**src/rtl/serial_subtractor.sv**
```systemverilog
// serial_subtractor
//   Bit-serial two's-complement subtractor. On start the parallel operands are
//   latched. They are then streamed LSB first through a one-bit full subtractor
//   with a registered borrow. After WIDTH shift cycles the module presents
//   (A - B) mod 2^WIDTH together with an unsigned underflow flag.
//
// Ports
//   clock_sub_i   in   1      clock; all state updates on posedge
//   resetn_sub_i  in   1      asynchronous active-low reset
//   start_sub_i   in   1      request; only honoured while idle
//   a_sub_i       in   WIDTH  minuend, sampled with start
//   b_sub_i       in   WIDTH  subtrahend, sampled with start
//   diff_o        out  WIDTH  registered result, held between completions
//   borrow_o      out  1      registered underflow flag (A < B unsigned)
//   busy_o        out  1      high while shifting
//   done_o        out  1      one-cycle pulse when diff_o/borrow_o update
module serial_subtractor #(
    parameter int unsigned WIDTH = 8
) (
    input  logic             clock_sub_i,
    input  logic             resetn_sub_i,
    input  logic             start_sub_i,
    input  logic [WIDTH-1:0] a_sub_i,
    input  logic [WIDTH-1:0] b_sub_i,
    output logic [WIDTH-1:0] diff_o,
    output logic             borrow_o,
    output logic             busy_o,
    output logic             done_o
);

    localparam int unsigned CW = $clog2(WIDTH);
    localparam logic [CW-1:0] LAST = CW'(WIDTH - 1);

    typedef enum logic {
        IDLE  = 1'b0,
        SHIFT = 1'b1
    } state_t;

    state_t           r_state;
    logic [WIDTH-1:0] r_a_sr;
    logic [WIDTH-1:0] r_b_sr;
    logic [WIDTH-1:0] r_res_sr;
    logic             r_borrow;
    logic [CW-1:0]    r_count;

    logic             w_a0;
    logic             w_b0;
    logic             w_d;
    logic             w_borrow_next;
    logic [WIDTH-1:0] w_res_next;

    // One-bit full subtractor on the current LSBs.
    always_comb begin
        w_a0          = r_a_sr[0];
        w_b0          = r_b_sr[0];
        w_d           = w_a0 ^ w_b0 ^ r_borrow;
        w_borrow_next = (~w_a0 & w_b0) | (~(w_a0 ^ w_b0) & r_borrow);
        w_res_next    = {w_d, r_res_sr[WIDTH-1:1]};
    end

    always_ff @(posedge clock_sub_i or negedge resetn_sub_i) begin
        if (!resetn_sub_i) begin
            r_state  <= IDLE;
            r_a_sr   <= '0;
            r_b_sr   <= '0;
            r_res_sr <= '0;
            r_borrow <= 1'b0;
            r_count  <= '0;
            diff_o   <= '0;
            borrow_o <= 1'b0;
            busy_o   <= 1'b0;
            done_o   <= 1'b0;
        end else begin
            done_o <= 1'b0;
            case (r_state)
                IDLE: begin
                    if (start_sub_i) begin
                        r_a_sr   <= a_sub_i;
                        r_b_sr   <= b_sub_i;
                        r_borrow <= 1'b0;
                        r_count  <= '0;
                        busy_o   <= 1'b1;
                        r_state  <= SHIFT;
                    end
                end
                SHIFT: begin
                    r_a_sr   <= r_a_sr >> 1;
                    r_b_sr   <= r_b_sr >> 1;
                    r_res_sr <= w_res_next;
                    r_borrow <= w_borrow_next;
                    if (r_count == LAST) begin
                        // Final bit: publish the assembled word and the
                        // borrow out of the MSB stage in the same edge.
                        diff_o   <= w_res_next;
                        borrow_o <= w_borrow_next;
                        done_o   <= 1'b1;
                        busy_o   <= 1'b0;
                        r_state  <= IDLE;
                    end else begin
                        r_count <= r_count + CW'(1);
                    end
                end
                default: r_state <= IDLE;
            endcase
        end
    end

endmodule

```
**config.mk**
```make
export PLATFORM = sky130hd
export DESIGN_NAME = serial_subtractor
export DESIGN_NICKNAME = d
export VERILOG_FILES = /design/src/rtl/serial_subtractor.sv
export SDC_FILE = /design/constraint.sdc
export NUM_CORES = 1
export LEC_CHECK = 0
export CAP_MARGIN = 20
export CORE_ASPECT_RATIO = 1.25
export CORE_UTILIZATION = 55
export CTS_CLUSTER_SIZE = 40
export DETAILED_ROUTE_END_ITERATION = 10
export GPL_TIMING_DRIVEN = 1
export PLACE_DENSITY = 0.83
export SYNTH_ARGS = -nofsm -noshare
export SYNTH_HDL_FRONTEND = slang
export SYNTH_SLANG_ARGS = --single-unit
export TNS_END_PERCENT = 30
```
**constraint.sdc**
```tcl
create_clock -name clock_sub_i -period 4.3 [get_ports clock_sub_i]
set_clock_uncertainty 0.15 [all_clocks]
set_input_delay 0.645 -clock clock_sub_i [delete_from_list [all_inputs] [get_ports clock_sub_i]]
set_output_delay 0.645 -clock clock_sub_i [all_outputs]
set_load 0.005 [all_outputs]
```
* Word level (Yosys, flattened, before mapping)
Cells that the tools add are included.
** Word-level totals
- Flip-flop bits (word level) :: 40
- Latch bits :: 0
- Bits in writable memories :: 0
- ROM bits :: 0
- Input bits :: 19
- Word-level logic and storage cells :: 43
- Memories kept :: 0
** Cells by class
- $add $sub $neg :: 1
- Multiply operators :: 0
- Div/mod/pow operators :: 0
- Magnitude comparators :: 0
- Equal/unequal tests :: 4
- Shifts and indexed selects :: 0
- Mux-type cells :: 17
- Bitwise gates (word level) :: 8
- Reductions and logical operators :: 3
** Operators with widths (number)
- $pmux 8 s2 :: 2
- $mux 8 :: 2
- $mux 1 :: 7
- $mux 3 :: 2
- $pmux 1 s2 :: 3
- $pmux 3 s2 :: 1
- $reduce_and 2->1 :: 3
- $ne 2x2->1 const B :: 2
- $add 3x1->3 const B :: 1
- $eq 3x3->1 const B :: 1
- $not 1->1 :: 3
- $and 1x1->1 :: 2
- $ne 2x1->1 const B :: 1
- $xor 1x1->1 :: 2
- $or 1x1->1 :: 1

* Logic depth before layout (Yosys ltp)
- Word-level depth :: 5
- Gate-level depth with buffers :: 5
- Gate-level depth less buffers :: 4

* Worst setup path before layout
Ideal clock, no wire load.
- Path kind :: register -> register
- Start point :: register r_count[0]
- End point :: register r_count[1]
- Arrival :: 1354 ps
- Slack :: 2675 ps
- Stages on the path, launching flop included :: 6
- Clock period less this slack :: 1625 ps
- Cells stage by stage :: dfrtp_1 > ha_1 > ha_1 > buf_6 > mux2_4 > a22o_1
** On the way
- Word-level cells in the longest chain between the ends :: 3
- Elaborated cells between the ends (all ways) :: 6
- Those cells by class :: add/sub: 1; eq/ne: 2; mux: 2; reduce/logical: 1
** Ends and longest elaborated chain
- start, declared :: RTL line 44 : logic [CW-1:0] r_count;
- start signal, assigned :: RTL line 100 : r_count <= r_count + CW'(1);
- $add 3x1->3 / $eq 3x3->1 (equally long branches) :: RTL line 100, 91
- $mux 3 / $ne 2x2->1 (equally long branches)
- $pmux 3 s2 / $reduce_and 2->1 (equally long branches)
Several ways; a longest one is shown, not always the timed one. The select of a mux whose other input is x is not followed.
A chain may end at the register's enable or synchronous reset.

* Worst setup path after layout
- Start point :: input port start_sub_i
- End point :: register r_count[1]
** On the way
- Word-level cells in the longest chain between the ends :: 2
** Ends and longest elaborated chain
- start, declared :: RTL line 22 : input logic start_sub_i,
- $ne 2x2->1 (no line)
- $reduce_and 2->1 (no line)
Every way passes these cells.

==> qor.csv <==
metric;value;unit
largest net degree at the start of global routing;40;
reg2reg start;r_count[0]$_DFFE_PN0P_;
Mapped Area;1708;µm²
synthesis-to-layout area growth;19.41;%
xor-xnor portion of the synthesized cell area;0.5128;%
CP Class;primary input to flop;
first-pass iteration count of the detailed router;3;
RSZ-0062 raised after global routing;no;
DR iter-0 viols;11;
#FFs+latches synth;39;
Via Count;1032;
via-per-instance ratio;5.239;
gpl congestion;0.6401;
crit path from;start_sub_i;
CP delay by family, top;buffers and inverters;
crit path to;r_count[1]$_DFFE_PN0P_;
CP cell instances;clkdlybuf4s50_1 > nor2_1 > a22o_1;
clock-pin slew on the worst setup and hold paths;0.11;ns
Synth area leader;dfrtp_1;
Bufs and invs on worst path;1;
largest family of logic cells by synthesized area;multiplexers;
core area;2945;µm²
yosys warns;0;
min Tclk post-route;2.179;ns
hpwl dp;1.961;mm
Initial Util;57.99;%
post-synthesis compound-gate area fraction;6.740;%
CP required;4.38;ns
number of remaining DRC errors;0;
H-tree levels;2;
Critical Path AT;2.26;ns
GRT Total Usage;19.78;%
CTS sink cnt;39;
drt total wl;2.717;mm
Post-Synth Adder-Cell Area;3.370;%
CP peak stage delay;1.13;ns
Final nets;183;
top cells by area, synth;dfrtp_1 (57%), mux2_2 (9.9%), mux2i_1 (9.4%), nand2_1 (3.1%), buf_6 (2.6%);
sequential area share after synthesis;57.14;%
power per cell area;661.4;nW/µm²
Routed Antenna Nets;0;
outcome;finished, final reports clean;
io pins;30;
reg2reg path depth;4;
number of synthesized flops with an enable pin;0;
simple-gate area share of the yosys netlist;5.055;%
CTS tree;yes;
global-route wire length before repair;4.719;mm
Synth Instances;131;
cts repair resizes;0;
Slowest-stage cell, CP;clkdlybuf4s50_1;
Hold WS;0.2506;ns
fin crit share;50.67;%
antenna violations before repair;0;
# diodes;0;
Slew Viols, Final;0;
via count of the first global-routing pass;1040;
CP max FO;19;
# hold bufs at CTS;0;
Rel. slew slack;33.12;%
Tightest Pin Transition;1.000;ns
Critical Path Stages;3;
clock latency on the worst-skew pair;0.33;ns
Die X-Extent;51.84;µm
post-layout util;69.24;%
# rows;22;
max-cap violations;0;
CP endpoint kind;flop;
fraction of layout cells with a size suffix above 1;16.77;%
post-synth net total;154;
drt wl/cell;13.79;µm
Main synth FF type;dfrtp_1;
reg2reg setup slack;2.54;ns
layout filler cell count;225;
VDD IR-drop max;0.3402;mV
hold crit path type;primary input to async pin;
Post-synth ARST share;100.0;%
Die Footprint;3333;µm²
Clock Tree Buf Depth;2;
number of I/O port buffers;29;
FMAX;459.0;MHz
setup bufs post-CTS;0;
syn_area_per_cell;13.04;µm²
CTS root buf;clkbuf_4;
Vert. Die Dim;64.30;µm
Yosys cell types;23;
Reg-to-Reg End;diff_o[3]$_DFFE_PN0P_;
top cell type's share of synthesized area;57.14;%
Setup crit start kind;primary input;
final setup vio count;0;
Non-Filler Instances;197;
post-route setup TNS;0;ns
remaining global-route overflow;0;
Post-Place Cells;189;
final hold vios;0;
post-layout total power;1.349;mW
CTS buffer count;5;
mux contribution to synthesized area;21.68;%
P_leak;0.9557;nW
==> placed cells by master, fill, tap and decap left out <==
master / Yosys / final
a21o_1: 1 / 1
a21oi_1: 1 / 1
a22o_1: 3 / 3
buf_2: 2 / 1
buf_4: 0 / 1
clkbuf_1: 0 / 1
clkbuf_4: 0 / 5
clkbuf_8: 0 / 2
clkdlybuf4s50_1: 0 / 28
dfrtp_1: 39 / 39
fa_1: 1 / 1
ha_1: 3 / 3
inv_1: 5 / 5
mux2_1: 1 / 1
mux2_2: 15 / 15
mux2_4: 2 / 2
mux2i_1: 16 / 16
nand2_1: 14 / 14
nand2_4: 1 / 1
nor2_1: 4 / 4
nor3b_1: 1 / 1
o21ai_0: 8 / 8
o21ai_1: 6 / 6
o22ai_1: 1 / 1
xnor2_1: 1 / 1
==> stage by stage <==
step                      setup WS [ns]  area [µm²]
after global routing              2.059        2039
final                             2.121        2039
after detailed placement          1.744        1971
after global placement            1.792        1971
after floorplan                   2.675        1708
after CTS                         2.123        2039
==> how the worst min path moves through the flow <==
stage                     slack (ns)  depth (start not counted)                    end
final                           0.25                          1       done_o$_DFF_PN0_
after global routing            0.30                          1  diff_o[3]$_DFFE_PN0P_
after CTS                       0.26                          1  r_b_sr[1]$_DFFE_PN0P_
after detailed placement        0.33                          2  r_b_sr[6]$_DFFE_PN0P_
after global placement          0.31                          2  r_b_sr[1]$_DFFE_PN0P_
after floorplan                 0.20                          0   borrow_o$_DFFE_PN0P_
==> cells in the mapped netlist (2+ instances only) <==
| master | n |
|---|---|
| dfrtp_1 | 39 |
| mux2i_1 | 16 |
| mux2_2 | 15 |
| nand2_1 | 14 |
| o21ai_0 | 8 |
| o21ai_1 | 6 |
| inv_1 | 5 |
| buf_6 | 4 |
| nor2_1 | 4 |
| a22o_1 | 3 |
| ha_1 | 3 |
| buf_2 | 2 |
| mux2_4 | 2 |
==> cell type report <==
cell class                      instances  area [µm²]  share of cell area (%)
Sequential cell                        39       975.9                   47.85
Multi-Input combinational cell         79       638.1                   31.29
Timing Repair Buffer                   30       292.8                   14.36
Clock buffer                            8       68.82                   3.374
Tap cell                               36       45.04                   2.209
Inverter                                5       18.77                  0.9202
==> flip-flops by register name, summed over array words and instances (netlist names) <==
name      flops
done_o        1
r_state       1
borrow_o      1
r_count       3
diff_o        8
busy_o        1
r_res_sr      7
r_b_sr        8
r_borrow      1
r_a_sr        8
==> where the power goes <==
group | internal, mW | switching (mW)
registers | 0.525 | 0.108
logic | 0.315 | 0.194
clock network | 0.0963 | 0.111
==> cell families after synthesis <==
kind of cell	after synthesis
multiplexers	34
adder cells (fa/ha/maj)	4
XOR/XNOR	1
buffers and inverters	13
AO/OA/AOI/OAI	20
AND/OR/NAND/NOR	20
flip-flops	39
==> metal layers <==
layer	track usage, %	routed length [µm]	vias to the layer above
met5	0	0	-
met4	6.757	34	0
met1	23.09	1134	496
li1	-	-	503
met3	7.619	135	4
met2	32.53	1413	29
Note: power is estimated with default switching activity, not from simulation.
